<file path="config.mk">
export PLATFORM = sky130hd
export DESIGN_NAME = cacheline_adaptor
export DESIGN_NICKNAME = d
export VERILOG_FILES = /design/src/rtl/cacheline_adaptor_pkg.sv /design/src/rtl/cacheline_adaptor.sv
export SDC_FILE = /design/constraint.sdc
export NUM_CORES = 1
export LEC_CHECK = 0
export CORE_AREA = 2 2 281 283
export CTS_BUF_LIST = sky130_fd_sc_hd__clkbuf_8
export CTS_CLUSTER_DIAMETER = 200
export CTS_CLUSTER_SIZE = 28
export DETAILED_ROUTE_END_ITERATION = 6
export DIE_AREA = 0 0 283 285
export PLACE_DENSITY = 0.65
export SYNTH_ARGS = -nofsm -noshare
export SYNTH_HDL_FRONTEND = slang
export SYNTH_SLANG_ARGS = --single-unit
</file>
<file path="constraint.sdc">
create_clock -name clk -period 5.74 [get_ports clk]
set_input_delay 0.574 -clock clk [delete_from_list [all_inputs] [get_ports clk]]
set_output_delay 0.574 -clock clk [all_outputs]
set_load 0.01 [all_outputs]
</file>
<file path="src/rtl/cacheline_adaptor_pkg.sv">
// Shared types and constants for the cache line <-> burst memory adaptor.
package cacheline_adaptor_pkg;

    localparam int CACHELINE_WIDTH = 256;
    localparam int BURST_WIDTH     = 64;
    localparam int BURST_BEATS     = CACHELINE_WIDTH / BURST_WIDTH;

    typedef enum logic [1:0] {
        IDLE = 2'd0,
        RD   = 2'd1,
        WR   = 2'd2,
        DONE = 2'd3
    } cla_state_t;

    // Extract beat number idx from a full cache line (beat 0 = least significant).
    function automatic logic [BURST_WIDTH-1:0] line_beat(
        input logic [CACHELINE_WIDTH-1:0] line,
        input logic [1:0]                 idx
    );
        return line[{idx, 6'b00_0000} +: BURST_WIDTH];
    endfunction

endpackage

</file>
<file path="src/rtl/cacheline_adaptor.sv">
// Converts single 256-bit line reads/writes from the cache arbiter into
// 4-beat 64-bit bursts on the physical memory bus. All outputs are registered.
module cacheline_adaptor
    import cacheline_adaptor_pkg::*;
#(
    parameter int LINE_WIDTH  = 256,
    parameter int BURST_WIDTH = 64
) (
    input  logic                   clk,
    input  logic                   rst,
    input  logic [31:0]            address_i,
    input  logic                   read_i,
    input  logic                   write_i,
    input  logic [LINE_WIDTH-1:0]  line_i,
    output logic [LINE_WIDTH-1:0]  line_o,
    output logic                   resp_o,
    output logic [31:0]            address_o,
    output logic                   read_o,
    output logic                   write_o,
    output logic [BURST_WIDTH-1:0] burst_o,
    input  logic [BURST_WIDTH-1:0] burst_i,
    input  logic                   resp_i
);

    localparam int BEATS = LINE_WIDTH / BURST_WIDTH;
    localparam logic [1:0] LAST_BEAT = 2'(BEATS - 1);

    cla_state_t             state_q, state_d;
    logic [1:0]             cnt_q, cnt_d;
    logic [31:0]            addr_q, addr_d;
    logic [LINE_WIDTH-1:0]  wline_q, wline_d;
    logic [LINE_WIDTH-1:0]  rline_q, rline_d;
    logic                   read_q, read_d;
    logic                   write_q, write_d;
    logic                   resp_q, resp_d;
    logic [BURST_WIDTH-1:0] burst_q, burst_d;

    // Next-state logic: request capture, beat counting and output decode of the next state.
    always_comb begin
        state_d = state_q;
        cnt_d   = cnt_q;
        addr_d  = addr_q;
        wline_d = wline_q;
        rline_d = rline_q;

        case (state_q)
            IDLE: begin
                // Read wins when both requests are raised together.
                if (read_i) begin
                    addr_d  = address_i & 32'hFFFF_FFE0;
                    state_d = RD;
                end else if (write_i) begin
                    addr_d  = address_i & 32'hFFFF_FFE0;
                    wline_d = line_i;
                    state_d = WR;
                end else begin
                    state_d = IDLE;
                end
            end
            RD: begin
                if (resp_i) begin
                    rline_d[{cnt_q, 6'b00_0000} +: BURST_WIDTH] = burst_i;
                    if (cnt_q == LAST_BEAT) begin
                        cnt_d   = 2'd0;
                        state_d = DONE;
                    end else begin
                        cnt_d = cnt_q + 2'd1;
                    end
                end else begin
                    cnt_d = cnt_q;
                end
            end
            WR: begin
                if (resp_i) begin
                    if (cnt_q == LAST_BEAT) begin
                        cnt_d   = 2'd0;
                        state_d = DONE;
                    end else begin
                        cnt_d = cnt_q + 2'd1;
                    end
                end else begin
                    cnt_d = cnt_q;
                end
            end
            DONE: begin
                state_d = IDLE;
            end
            default: begin
                state_d = IDLE;
                cnt_d   = 2'd0;
            end
        endcase

        // Outputs are precomputed from the next state so they leave flops directly.
        read_d  = (state_d == RD);
        write_d = (state_d == WR);
        resp_d  = (state_d == DONE);
        if (state_d == WR) begin
            burst_d = line_beat(wline_d, cnt_d);
        end else begin
            burst_d = {BURST_WIDTH{1'b0}};
        end
    end

    // State, datapath and output registers with synchronous reset.
    always_ff @(posedge clk) begin
        if (rst) begin
            state_q <= IDLE;
            cnt_q   <= 2'd0;
            addr_q  <= 32'd0;
            wline_q <= {LINE_WIDTH{1'b0}};
            rline_q <= {LINE_WIDTH{1'b0}};
            read_q  <= 1'b0;
            write_q <= 1'b0;
            resp_q  <= 1'b0;
            burst_q <= {BURST_WIDTH{1'b0}};
        end else begin
            state_q <= state_d;
            cnt_q   <= cnt_d;
            addr_q  <= addr_d;
            wline_q <= wline_d;
            rline_q <= rline_d;
            read_q  <= read_d;
            write_q <= write_d;
            resp_q  <= resp_d;
            burst_q <= burst_d;
        end
    end

    assign line_o    = rline_q;
    assign resp_o    = resp_q;
    assign address_o = addr_q;
    assign read_o    = read_q;
    assign write_o   = write_q;
    assign burst_o   = burst_q;

endmodule

</file>
* Word-level counts from Yosys, hierarchy flattened *
Cells that the tools add are included.

storage, ports and cells
  input bits = 357
  output and inout port bits = 355
  logic and storage cells = 42
  bits in latches = 0
  memories = 0
  register bits = 615
  memory bits (read-only) = 0
  RAM bits = 0

cells by class
  $mul = 0
  multiplexer cells = 14
  equal/unequal tests = 7
  reductions and logical operators = 6
  bitwise logic cells = 1
  order comparisons = 0
  shift operators = 3
  add/subtract/negate cells = 2
  divide/modulo/power cells = 0

operator list
  operator                                                                   count
  256-bit 2-to-1 mux                                                         3
  256-bit bitwise mux                                                        1
  64-bit by 10-bit variable shift with 256-bit output, first input constant  1
  256-bit by 9-bit indexed part select with 64-bit output                    1
  64-bit by 10-bit indexed part select with 256-bit output                   1
  32-bit 2-to-1 mux                                                          2
  2-bit 2-to-1 mux                                                           7
  2-bit == test, second input constant                                       5
  8-bit negator with 10-bit output                                           1
  2-bit one-hot mux with 3 select lines                                      1
  2-bit by 1-bit == test with 1-bit output, second input constant            2
  2-bit AND reduction                                                        2
  2-bit OR reduction                                                         2
  2-bit by 1-bit adder with 2-bit output, second input constant              1
  2-bit zero test                                                            1
  2-bit nonzero test                                                         1
  1-bit NOT                                                                  1

* Logic depth before layout (Yosys ltp) *
  depth in word-level cells = 7
  depth in mapped cells = 10

* Worst setup path after synthesis *
OpenSTA, ideal clock, no wires.

  kind = input to register
  start point = input port write_i
  end point = register burst_q[62], in the netlist burst_o[62]
  stages = 7
  data required time = 5.623 ns
  data arrival time = 2.046 ns
  buffers on the path = 3
  slack = 3.577 ns
  setup time = 0.117 ns
  cells stage by stage = nor2b_1 and2_1 buf_2 buf_6 buf_6 mux4_2 a22o_1

on the way
  cells in the longest elaborated chain, start to end = 6

ends and longest elaborated chain
  what                                                                        line                      text
  start, declared                                                             cacheline_adaptor.sv:13   input logic write_i,
  parallel branches: the longest is 6 deep, another holds 256-bit 2-to-1 mux  -
  end signal, assigned                                                        cacheline_adaptor.sv:116  burst_q <= {BURST_WIDTH{1'b0}};
  end signal, assigned                                                        cacheline_adaptor.sv:126  burst_q <= burst_d;
  end, declared                                                               cacheline_adaptor.sv:36   logic [BURST_WIDTH-1:0] burst_q, burst_d;

Several ways; the timed one is not identified.
A chain may end at the register's enable or synchronous reset.

* Worst setup path in the final report *
  start point = register cnt_q[0]
  end point = register burst_q[19], in the netlist burst_o[19]

on the way
  cells in the longest elaborated chain, start to end = 7

ends and longest elaborated chain
  what                                                                                            line                      text
  start, declared                                                                                 cacheline_adaptor.sv:29   logic [1:0] cnt_q, cnt_d;
  start signal, assigned                                                                          cacheline_adaptor.sv:119  cnt_q <= cnt_d;
  parallel branches: the longest is 7 deep, another holds 2-bit by 1-bit adder with 2-bit output  -

Several ways; the timed one is not identified.

==> impl_metrics.env <==
export IMPL_routed_via_density=4.922
export IMPL_worstHoldStart="rst"
export IMPL_setup_violations_final=0
export IMPL_layout_setup_ws_ns=2.704
export IMPL_cts_setup_buffers=0
export IMPL_area_growth_pct=34.84
export IMPL_slew_violations=0
export IMPL_cts_buffer_depth=3
export IMPL_fin_skew_ns=0.03148
export IMPL_status="complete, no violations"
export IMPL_synth_fa_ha_area_share_pct=0.4799
export IMPL_rows=103
export IMPL_ir_worst_vdd_mv=0.2260
export IMPL_setup_tns_ns=0
export IMPL_cts_buffers=25
export IMPL_slew_headroom_pct=35.31
export IMPL_firstDrtPassIters=6
export IMPL_synth_area_mux_share_pct=12.37
export IMPL_synthCells=2433
export IMPL_ys_seq_elements=610
export IMPL_post_cts_resized=0
export IMPL_wl_per_cell_um=19.77
export IMPL_cp_data_arrival_time_ns=3.68
export IMPL_drc_errors=0
export IMPL_endpoint_kind="flip-flop"
export IMPL_reg2reg_from="cnt_q[0]$_SDFF_PP0_"
export IMPL_overflow=0
export IMPL_io_pins=712
export IMPL_fin_crit_sh_pct=52.89
export IMPL_final_layout_size_suffix_gt1_share_pct=6.826
export IMPL_track_usage_pct=18.92
export IMPL_clock_latency_ns=0.71
export IMPL_synth_top_family_by_area="compound AO/OA/AOI/OAI gates"
export IMPL_grt_pass1_wl_mm=119.8
export IMPL_port_buffers=701
export IMPL_synth_area_leader_cell="dfxtp_1"
export IMPL_required_ns=6.38
export IMPL_initial_core_util_pct=30.09
export IMPL_critPathKind="flip-flop to flip-flop"
export IMPL_place_congestion=0.8390
export IMPL_yosys_warnings=0
export IMPL_hold_violations=0
export IMPL_avgSynthCellArea_um2=9.643
export IMPL_rsz0062_at_grt="false"
export IMPL_synth_edf_count=0
export IMPL_place_area_mm2=0.03125
export IMPL_synth_flop_cell="dfxtp_1"
export IMPL_fin_area_mm2=0.03164
export IMPL_drt_total_wl_mm=79.76
export IMPL_synth_xor_area_share_pct=0
export IMPL_worst_pin_slew_ns=0.9704
export IMPL_max_freq_mhz=329.4
export IMPL_dp_slack_ns=2.204
export IMPL_fin_nets=3340
export IMPL_crit_start="cnt_q[0]$_SDFF_PP0_"
export IMPL_die_area_mm2=0.08066
export IMPL_worst_path_max_fanout=56
export IMPL_path_clk_slew_ns=0.18
export IMPL_cts_tree="built"
export IMPL_antenna_left=0
export IMPL_ctsHoldBuffers=0
export IMPL_antenna_found_initial=14
export IMPL_coreArea_mm2=0.07797
export IMPL_ys_types=27
export IMPL_synth_compound_gate_area_share_pct=16.77
export IMPL_synth_area_mm2=0.02346
export IMPL_cts_sinks=610
export IMPL_drv_cap=0
export IMPL_holdWs_ns=0.3194
export IMPL_die_width_um=283
export IMPL_rrSetupSlack_ns=2.70
export IMPL_worstSetupStartpointType="flip-flop"
export IMPL_yosysTopAreaCellShare_pct=52.05
export IMPL_first_global_vias=18771
export IMPL_dp_hpwl_mm=54.90
export IMPL_ys_async_sr_fraction_pct=0
export IMPL_ys_seq_area_share_pct=52.05
export IMPL_hold_path_class="primary input to flip-flop"
export IMPL_die_h_um=285
export IMPL_period_needed_ns=3.036
export IMPL_grt_max_degree=165
export IMPL_p_per_area_mw_per_mm2=226.3
export IMPL_cts_root_buffer="clkbuf_8"
export IMPL_synthTopCellsByArea="dfxtp_1 52%, mux4_2 12%, nand2_1 9.1%"
export IMPL_vias=19854
export IMPL_synth_simple_gate_area_share_pct=13.79
export IMPL_htreeDepth=1
export IMPL_p_leak_nw=10.76
export IMPL_drt_initial_drc_count=1530
[cell type report]
| cell class | count | area [um2] |
|---|---|---|
| Sequential cell | 610 | 12210 |
| Multi-Input combinational cell | 1599 | 10290 |
| Fill cell | 7696 | 46330 |
| Clock buffer | 25 | 344.1 |
| Tap cell | 1050 | 1314 |
| Inverter | 4 | 15.01 |
| Timing Repair Buffer | 734 | 7420 |
| Clock inverter | 2 | 16.27 |
| Antenna cell | 10 | 25.02 |
[Yosys cell counts, drive strengths merged, types with 3 or more instances]
| cell type | count |
|---|---|
| ha | 9 |
| a22oi | 256 |
| dfxtp | 610 |
| nor2 | 260 |
| inv | 4 |
| buf | 79 |
| nor2b | 3 |
| nand2 | 569 |
| nor4b | 4 |
| a22o | 64 |
| a21oi | 285 |
| nand3 | 4 |
| mux4 | 128 |
| clkbuf | 145 |
[power breakdown]
group / internal, mW / total [mW] / switching (mW)
logic: 0.539 / 1.04 / 0.503
clock network: 0.400 / 1.70 / 1.30
registers: 4.36 / 4.41 / 0.0551
[layout by cell type, fill, tap and decap left out, drive strengths merged, types with 3 or more instances in the layout]
cell	n
a21oi	285
a22o	64
a22oi	256
buf	34
clkbuf	25
clkdlybuf4s50	700
conb	5
dfxtp	610
diode	10
ha	9
inv	4
mux4	128
nand2	569
nand3	4
nor2	260
nor2b	3
nor4b	4
[cells by family after synthesis]
kind of cell / after synthesis
AND/OR/NAND/NOR: 846
flip-flops: 610
AO/OA/AOI/OAI: 609
buffers and inverters: 228
multiplexers: 130
adder cells (fa/ha/maj): 9
other: 1
[final timing paths]
path / to / depth (start not counted)
min: wline_q[46]$_SDFF_PP0_ / 2
max: burst_o[19]$_SDFF_PP0_ / 6
max reg2reg: burst_o[19]$_SDFF_PP0_ / 6
min reg2reg: wline_q[188]$_SDFF_PP0_ / 2
[state kept, by name, indices dropped and copies added (netlist names)]
signal / cells
wline_q: 256
write_o: 1
cnt_q: 2
state_q: 2
read_o: 1
address_o: 27
burst_o: 64
resp_o: 1
line_o: 256
[worst max-delay path, stage by stage (launching register included)]
cell and delay [ns]:
dfxtp_1 0.59, inv_1 0.23, ha_1 0.44, mux2i_1 0.33, nor4b_2 0.32, buf_4 0.70
a22o_1 0.26
[routing by layer]
| metal | wire [um] | share of wire (%) | up-vias | global-route usage (%) |
|---|---|---|---|---|
| met4 | 2587 | 3.2 | 12 | 6.117 |
| met3 | 6587 | 8.3 | 116 | 5.216 |
| met1 | 32000 | 40 | 9471 | 23.44 |
| met5 | 76 | 0.095 | - | 0 |
| met2 | 38500 | 48 | 720 | 31.84 |
| li1 | - | - | 9535 | - |
[through the flow]
step / cells / total power, mW / utilization [%]
after CTS: 4024 / 7.276 / 40.55
after global routing: 4033 / 7.502 / 40.57
final: 4034 / 7.158 / 40.58
after floorplan: 2437 / 5.046 / -
after detailed placement: 3997 / 5.556 / 40.08
after global placement: 3997 / 5.542 / 40.08
Power figures use the tool's default switching activity.
